[config.mk]
export PLATFORM = sky130hd
export DESIGN_NAME = gpio_ctrl_flat
export DESIGN_NICKNAME = d
export VERILOG_FILES = /design/src/rtl/gpio_ctrl_pkg.sv /design/src/rtl/gpio_ctrl_if.sv /design/src/rtl/gpio_sync_edge.sv /design/src/rtl/gpio_ctrl.sv /design/src/flat_wrapper.sv
export SDC_FILE = /design/constraint.sdc
export NUM_CORES = 1
export LEC_CHECK = 0
export BUFFER_PORTS_ARGS = -buffer_cell sky130_fd_sc_hd__clkbuf_2
export CELL_PAD_IN_SITES_DETAIL_PLACEMENT = 1
export CELL_PAD_IN_SITES_GLOBAL_PLACEMENT = 2
export CORE_MARGIN = 2
export CORE_UTILIZATION = 35
export CTS_CLUSTER_SIZE = 16
export DETAILED_ROUTE_END_ITERATION = 10
export HOLD_SLACK_MARGIN = 0.02
export PLACE_DENSITY_LB_ADDON = 0.25
export SYNTH_ARGS = -nofsm -noshare
export SYNTH_HDL_FRONTEND = slang
export SYNTH_SLANG_ARGS = --single-unit
[constraint.sdc]
create_clock -name clk -period 7.8 [get_ports clk]
set_input_delay 0.39 -clock clk [delete_from_list [all_inputs] [get_ports clk]]
set_output_delay 0.39 -clock clk [all_outputs]
set_load 0.005 [all_outputs]
[src/rtl/gpio_ctrl_pkg.sv]
// Shared constants for the GPIO block: default width, register offsets and bus helpers.
// Also used by the address decoder documentation and the testbench.
package gpio_ctrl_pkg;

    localparam int GPIO_WIDTH_DEFAULT = 32;

    localparam logic [11:0] OFF_DATA_OUT   = 12'h000;
    localparam logic [11:0] OFF_DIR        = 12'h004;
    localparam logic [11:0] OFF_DATA_IN    = 12'h008;
    localparam logic [11:0] OFF_IRQ_EN     = 12'h00C;
    localparam logic [11:0] OFF_EDGE_SEL   = 12'h010;
    localparam logic [11:0] OFF_IRQ_STATUS = 12'h014;

    typedef enum logic [2:0] {
        SEL_DATA_OUT,
        SEL_DIR,
        SEL_DATA_IN,
        SEL_IRQ_EN,
        SEL_EDGE_SEL,
        SEL_IRQ_STATUS,
        SEL_NONE
    } reg_sel_e;

    // Word-level decode; the byte lane bits of the offset never take part.
    function automatic reg_sel_e decode_addr(input logic [9:0] word_addr);
        reg_sel_e sel;
        sel = SEL_NONE;
        if (word_addr == OFF_DATA_OUT[11:2])   sel = SEL_DATA_OUT;
        if (word_addr == OFF_DIR[11:2])        sel = SEL_DIR;
        if (word_addr == OFF_DATA_IN[11:2])    sel = SEL_DATA_IN;
        if (word_addr == OFF_IRQ_EN[11:2])     sel = SEL_IRQ_EN;
        if (word_addr == OFF_EDGE_SEL[11:2])   sel = SEL_EDGE_SEL;
        if (word_addr == OFF_IRQ_STATUS[11:2]) sel = SEL_IRQ_STATUS;
        return sel;
    endfunction

    function automatic logic [31:0] byte_mask(input logic [3:0] be);
        logic [31:0] m;
        for (int i = 0; i < 4; i++) begin
            m[8*i +: 8] = {8{be[i]}};
        end
        return m;
    endfunction

endpackage

[src/rtl/gpio_ctrl_if.sv]
// Memory-mapped bus between the address decoder / CPU side and the GPIO block.
interface gpio_ctrl_if;

    logic        cs_gpio_n;
    logic [11:0] Addr;
    logic        MemWrite;
    logic        MemRead;
    logic [3:0]  ByteEnable;
    logic [31:0] WriteData;
    logic [31:0] ReadData;

    modport master (
        output cs_gpio_n, Addr, MemWrite, MemRead, ByteEnable, WriteData,
        input  ReadData
    );

    modport slave (
        input  cs_gpio_n, Addr, MemWrite, MemRead, ByteEnable, WriteData,
        output ReadData
    );

endinterface

[src/rtl/gpio_sync_edge.sv]
// Per-pin 2-flop synchronizer plus a history stage for rise/fall detection.
// Stages reset to 0, so a pin held high through reset reports one rising edge.
module gpio_sync_edge #(
    parameter int WIDTH = 32
) (
    input  logic             clk,
    input  logic             reset,
    input  logic [WIDTH-1:0] i_async,
    output logic [WIDTH-1:0] o_level,
    output logic [WIDTH-1:0] o_rise,
    output logic [WIDTH-1:0] o_fall
);

    logic [WIDTH-1:0] r_sync1;
    logic [WIDTH-1:0] r_sync2;
    logic [WIDTH-1:0] r_prev;

    always_ff @(posedge clk or posedge reset) begin
        if (reset) begin
            r_sync1 <= '0;
            r_sync2 <= '0;
            r_prev  <= '0;
        end else begin
            r_sync1 <= i_async;
            r_sync2 <= r_sync1;
            r_prev  <= r_sync2;
        end
    end

    assign o_level = r_sync2;
    assign o_rise  = r_sync2 & ~r_prev;
    assign o_fall  = ~r_sync2 & r_prev;

endmodule

[src/rtl/gpio_ctrl.sv]
// GPIO controller: output/direction registers, synchronized inputs and
// edge-triggered interrupt status (W1C) with a registered level irq.
module gpio_ctrl
    import gpio_ctrl_pkg::*;
#(
    parameter int WIDTH = GPIO_WIDTH_DEFAULT
) (
    input  logic             clk,
    input  logic             reset,
    gpio_ctrl_if.slave       bus,
    input  logic [WIDTH-1:0] gpio_in,
    output logic [WIDTH-1:0] gpio_out,
    output logic [WIDTH-1:0] gpio_oe,
    output logic             irq
);

    logic [WIDTH-1:0] r_data_out;
    logic [WIDTH-1:0] r_dir;
    logic [WIDTH-1:0] r_irq_en;
    logic [WIDTH-1:0] r_edge_sel;
    logic [WIDTH-1:0] r_irq_status;
    logic [31:0]      r_read_data;
    logic             r_irq;

    logic [WIDTH-1:0] w_level;
    logic [WIDTH-1:0] w_rise;
    logic [WIDTH-1:0] w_fall;
    logic [WIDTH-1:0] w_set;
    logic [WIDTH-1:0] w_clr;
    logic [WIDTH-1:0] w_wmask;
    logic [WIDTH-1:0] w_wdata;
    logic [31:0]      w_bmask32;
    logic [31:0]      w_rdata;
    logic             w_wr;
    logic             w_rd;
    logic [1:0]       w_unused_addr;
    reg_sel_e         w_sel;

    gpio_sync_edge #(.WIDTH(WIDTH)) u_sync_edge (
        .clk     (clk),
        .reset   (reset),
        .i_async (gpio_in),
        .o_level (w_level),
        .o_rise  (w_rise),
        .o_fall  (w_fall)
    );

    assign w_wr          = ~bus.cs_gpio_n & bus.MemWrite;
    assign w_rd          = ~bus.cs_gpio_n & bus.MemRead;
    assign w_sel         = decode_addr(bus.Addr[11:2]);
    assign w_unused_addr = bus.Addr[1:0];
    assign w_bmask32     = byte_mask(bus.ByteEnable);
    assign w_wmask       = w_bmask32[WIDTH-1:0];
    assign w_wdata       = bus.WriteData[WIDTH-1:0];

    // Set has priority over a same-cycle W1C because it is OR-ed in after the clear.
    assign w_set = (w_rise & r_edge_sel) | (w_fall & ~r_edge_sel);
    assign w_clr = (w_wr && w_sel == SEL_IRQ_STATUS) ? (w_wdata & w_wmask) : '0;

    always_comb begin
        w_rdata = '0;
        case (w_sel)
            SEL_DATA_OUT:   w_rdata = 32'(r_data_out);
            SEL_DIR:        w_rdata = 32'(r_dir);
            SEL_DATA_IN:    w_rdata = 32'(w_level);
            SEL_IRQ_EN:     w_rdata = 32'(r_irq_en);
            SEL_EDGE_SEL:   w_rdata = 32'(r_edge_sel);
            SEL_IRQ_STATUS: w_rdata = 32'(r_irq_status);
            default:        w_rdata = '0;
        endcase
    end

    always_ff @(posedge clk or posedge reset) begin
        if (reset) begin
            r_data_out   <= '0;
            r_dir        <= '0;
            r_irq_en     <= '0;
            r_edge_sel   <= '0;
            r_irq_status <= '0;
            r_read_data  <= '0;
            r_irq        <= 1'b0;
        end else begin
            if (w_wr) begin
                case (w_sel)
                    SEL_DATA_OUT: r_data_out <= (r_data_out & ~w_wmask) | (w_wdata & w_wmask);
                    SEL_DIR:      r_dir      <= (r_dir      & ~w_wmask) | (w_wdata & w_wmask);
                    SEL_IRQ_EN:   r_irq_en   <= (r_irq_en   & ~w_wmask) | (w_wdata & w_wmask);
                    SEL_EDGE_SEL: r_edge_sel <= (r_edge_sel & ~w_wmask) | (w_wdata & w_wmask);
                    default:      ;
                endcase
            end
            if (w_rd) begin
                r_read_data <= w_rdata;
            end
            r_irq_status <= (r_irq_status & ~w_clr) | w_set;
            r_irq        <= |(r_irq_status & r_irq_en);
        end
    end

    assign bus.ReadData = r_read_data;
    assign gpio_out     = r_data_out;
    assign gpio_oe      = r_dir;
    assign irq          = r_irq;

endmodule

[src/flat_wrapper.sv]
// flat-port wrapper written by rule: the top's interface ports become plain ports
module gpio_ctrl_flat import gpio_ctrl_pkg::*;
#(
    parameter int WIDTH = GPIO_WIDTH_DEFAULT
)
  (clk, reset, gpio_in, gpio_out, gpio_oe, irq, bus_cs_gpio_n, bus_Addr, bus_MemWrite, bus_MemRead, bus_ByteEnable, bus_WriteData, bus_ReadData);
  gpio_ctrl_if bus_i ();
  input  logic clk;
  input  logic reset;
  input  logic [WIDTH-1:0] gpio_in;
  output logic [WIDTH-1:0] gpio_out;
  output logic [WIDTH-1:0] gpio_oe;
  output logic irq;
  input wire logic [$bits(bus_i.cs_gpio_n)-1:0] bus_cs_gpio_n;
  input wire logic [$bits(bus_i.Addr)-1:0] bus_Addr;
  input wire logic [$bits(bus_i.MemWrite)-1:0] bus_MemWrite;
  input wire logic [$bits(bus_i.MemRead)-1:0] bus_MemRead;
  input wire logic [$bits(bus_i.ByteEnable)-1:0] bus_ByteEnable;
  input wire logic [$bits(bus_i.WriteData)-1:0] bus_WriteData;
  output wire logic [$bits(bus_i.ReadData)-1:0] bus_ReadData;
  assign bus_i.cs_gpio_n = bus_cs_gpio_n;
  assign bus_i.Addr = bus_Addr;
  assign bus_i.MemWrite = bus_MemWrite;
  assign bus_i.MemRead = bus_MemRead;
  assign bus_i.ByteEnable = bus_ByteEnable;
  assign bus_i.WriteData = bus_WriteData;
  assign bus_ReadData = bus_i.ReadData;
  gpio_ctrl #(.WIDTH(WIDTH)) u_core (.clk(clk), .reset(reset), .bus(bus_i), .gpio_in(gpio_in), .gpio_out(gpio_out), .gpio_oe(gpio_oe), .irq(irq));
endmodule
### Word-level counts from Yosys, hierarchy flattened

Index checks and enable logic that the tools add are counted.

| word-level totals | value |
|---|---|
| logic and storage cells | 61 |
| flip-flop bits (word level) | 289 |

| cells by class | value |
|---|---|
| multiplexer cells | 8 |
| bitwise gates (word level) | 25 |
| reduce and logical (&&, ||, !) cells | 8 |
| equal/unequal tests | 10 |

Operator list:

| operator | count |
|---|---|
| AND 32 bit | 11 |
| bitwise OR 32 bit | 6 |
| one-hot mux 32 bit (6 select lines) | 1 |
| inverter 32 bit | 5 |
| 2-to-1 mux 32 bit | 1 |
| OR reduction 32 bit | 1 |
| == test 10 x 2 -> 1 bit (second input constant) | 2 |
| == test 10 x 3 -> 1 bit (second input constant) | 2 |
| 2-to-1 mux 3 bit | 6 |
| == test 10 x 1 -> 1 bit (second input constant) | 1 |
| zero test 10 bit | 1 |
| AND reduction 2 bit | 4 |
| == test 3 x 2 -> 1 bit (second input constant) | 2 |
| == test 3 bit (second input constant) | 2 |
| == test 3 x 1 -> 1 bit (second input constant) | 1 |
| zero test 3 bit | 1 |
| AND 1 bit | 2 |
| logical AND 1 bit | 1 |
| inverter 1 bit | 1 |

### Logic depth before layout (Yosys ltp)

| logic depth | value |
|---|---|
| depth after elaboration | 13 |
| gate-level depth with buffers | 8 |
| mapped depth without buffers | 4 |

### Cells and area by module

Synthesis repeated with hierarchy kept, for this count alone.

| unflattened totals | value |
|---|---|
| cells, all modules | 922 |
| area total of the unflattened synthesis | 12226.7 µm² |

By module, submodules not included:

| module | instances | cells an instance | area each (µm²) |
|---|---|---|---|
| gpio_ctrl | 1 | 761 | 9260.1 |
| gpio_sync_edge | 1 | 161 | 2966.6 |

### Worst setup path after synthesis

OpenSTA, ideal clock, no wires.

| timing | value |
|---|---|
| path type | input -> register |
| from | in bus_Addr[9] |
| to | reg with a tool-made name |
| stages on the path | 5 |
| buffers on the path | 1 |
| library setup time | 0.125 ns |
| path slack | 5.711 ns |
| arrival | 1.964 ns |
| cells stage by stage | or4_1 > clkbuf_1 > nor4b_4 > nand2_2 > mux2_2 |

RTL lines:

| element | RTL line | RTL |
|---|---|---|
| start: declaration | flat_wrapper.sv:15 | `input wire logic [$bits(bus_i.Addr)-1:0] bus_Addr;` |

==> impl_metrics.csv <==
group,metric,value,unit
power,combPwrFrac,0.056,
detailed_routing,vias_per_cell,5.18,
synth,synthesis.instances,942,
finish,drive_above_1_share,0.354,
floorplanning,start_util,0.356,
sta,hold_violations,0,
placed_design,gp_congestion,0.789,
critical_path,arrival,3.11,ns
floorplanning,die_area,0.0356,mm^2
sta,fin_crit_sh,0.350,
detailed_routing,dr.pass1.iters,4,
detailed_routing,routed_wirelength,35800,um
clock_tree,cts_resized,0,
power,clkPwrFrac,0.472,
sta,slew_headroom,0.225,
critical_path,rrSetupSlack,6.14,ns
floorplanning,core,0.0335,mm^2
sta,maxSlewViolCount,0,
sta,tns,0,ns
clock_tree,clockRootBuffer,"clkbuf_16",
finish,final_common_cell,"dfrtp_1",
critical_path,cp_slowest_cell,"nor2b_1",
grt,grt_max_degree,147,
clock_tree,clk_path_buf_depth,3,
grt,antenna_found_initial,1,
floorplanning,die_w,189,um
sta,setup_viol,0,
sta,rsz0062_at_grt,"false",
detailed_routing,wire_per_inst,22.0,um
grt,grt_pass1_wl,55100,um
clock_tree,htreeDepth,2,
power,switchingPower,757,uW
sta,skew,0.0178,ns
detailed_routing,drc,0,
finish,seqCellArea,0.00723,mm^2
synth,seq_area_frac_synth,0.605,
power,p_leak,6.84,nW
critical_path,reg2reg_depth,3,
finish,multi_input_area,0.00454,mm^2
critical_path,critical_path_class,"in2reg",
floorplanning,die_y,189,um
critical_path,reg2reg_to,"u_core.irq",
finish,n_antenna_cell,0,
placed_design,dp_hpwl,23900,um
power,p_int,2.56,mW
power,power_per_cell_area,225,mW/mm^2
synth,yosysWarningCount,0,
finish,syn2layout_area_growth,23.6,%
placed_design,port_buffers,179,
synth,synth_nets,1027,
critical_path,slowest_delay,0.89,ns
clock_tree,cts.sinks,289,
synth,synthFlopType,"dfrtp_1",
sta,worst_pin_slew,1.16,ns
detailed_routing,postRouteAntennaNets,0,
power,seq_power_share,0.472,
synth,synth_edf_count,0,
finish,utilization,0.440,
power,p_sw_frac,0.228,
sta,finalCriticalPeriod,2.73,ns
clock_tree,path_clk_slew,0.06,ns
synth,avgSynthCellArea,12.7,um^2
floorplanning,rows,67,
synth,async_reset_ff_frac,1.00,
finish,num-fill-cells,3618,
synth,syn_area,0.0119,mm^2
grt,gr-total-overflow,0,
clock_tree,clk_latency,0.52,ns
critical_path,cp-start-kind,"primary input",
critical_path,required,8.18,ns
worst_hold_path,min_path_type,"in2async",
clock_tree,cts_buffers,34,
detailed_routing,vias,8432,
critical_path,crit_chain,"clkbuf_2, nor3_1, and3_1, nor2b_1, mux2_2",
critical_path,crit_buf_inv,1,
synth,ys_ff_latch,289,
power,vdd_drop_max,0.125,mV
finish,final_cell_mix,"dfrtp_1 (289), clkbuf_2 (178), mux2_2 (155)",
clock_tree,cts_tree,"done",
job,drv_cap,0,
critical_path,cp_top_family,"simple AND/OR/NAND/NOR gates",
detailed_routing,drtIter0Drc,575,
critical_path,crit_path_end_kind,"flip-flop",
grt,grt_usage,0.204,
floorplanning,io_pins,182,
run_status,status,"completed",
critical_path,critPathMaxFanout,12,
synth,yosysUniqueCellTypes,40,
sta,max_freq,0.366,GHz
finish,finish.net_count,1241,
grt,grt_pass1_vias,8848,
[worst register-to-register path, delay by kind of cell (launching register included)]
family           cells  cell delay [ns]
AO/OA/AOI/OAI        1             0.40
flip-flops           1             0.39
AND/OR/NAND/NOR      2             0.75
[routing by layer]
layer  track usage  routed length (um)
met5             0                  16
met4        0.0397                 478
met3        0.0371                1780
met2         0.333               17000
met1         0.286               16500
[repair_timing]
action	CTS	global route
buffers inserted	0	0
hold buffers	31	1
endpoints found under the hold margin	31	1
[how the worst max path moves through the flow]
stage | cells past startpoint | from | to
finish | 5 | bus_Addr[11] | flip-flop
global route | 5 | bus_Addr[11] | flip-flop
CTS | 5 | bus_Addr[11] | flip-flop
detailed placement | 5 | bus_Addr[11] | flip-flop
global placement | 5 | bus_Addr[11] | flip-flop
floorplan | 1 | reset | asynchronous set/reset pin
[power by group through the flow]
stage	Clock [mW]	Combinational (mW)	Sequential, mW
global route	1.68	0.207	1.57
finish	1.57	0.185	1.57
CTS	1.62	0.189	1.57
detailed placement	0	0.177	1.59
global placement	0	0.174	1.59
floorplan	0	0.0918	1.59
[cell type report]
| class | count | area share |
|---|---|---|
| multi-input cells | 608 | 0.308 |
| inverters | 2 | 0.000762 |
| repair buffers | 221 | 0.0893 |
| clock buffers | 52 | 0.0706 |
| flip-flops and latches | 289 | 0.490 |
| well taps | 448 | 0.0380 |
| clock inverters | 7 | 0.00424 |
[cells by family (layout without fill, tap and decap cells)]
family                 Yosys count  in the layout  synth area share
flip-flops                     289            289             0.605
AND/OR/NAND/NOR                256            256             0.102
multiplexers                   192            192             0.179
AO/OA/AOI/OAI                  160            160            0.0983
buffers and inverters           45            282            0.0161
[Yosys cell counts, types with 17 or more instances]
master	n	area (um^2)
mux2i_1	32	320
a211o_1	17	149
a211oi_1	17	128
a21oi_1	17	85.1
mux2_2	155	1750
nand2_1	89	334
o21ai_0	17	85.1
nor2b_1	23	144
a22oi_1	30	225
clkbuf_1	27	101
nor2_1	81	304
nand3_1	26	130
dfrtp_1	289	7230
[metrics by stage]
stage | total power, mW | hold slack (ns) | setup WS (ns) | cells | instance area (um^2)
after floorplan | 1.68 | 0.331 | 3.58 | 942 | 12000
after global placement | 1.77 | 0.332 | 4.54 | 1536 | 13300
after detailed placement | 1.77 | 0.336 | 4.51 | 1536 | 13300
after CTS | 3.37 | 0.0238 | 5.06 | 1626 | 14800
after global routing | 3.46 | 0.153 | 4.92 | 1627 | 14800
final | 3.32 | 0.0473 | 5.07 | 1627 | 14800
Note: power is estimated with default switching activity, not from simulation.
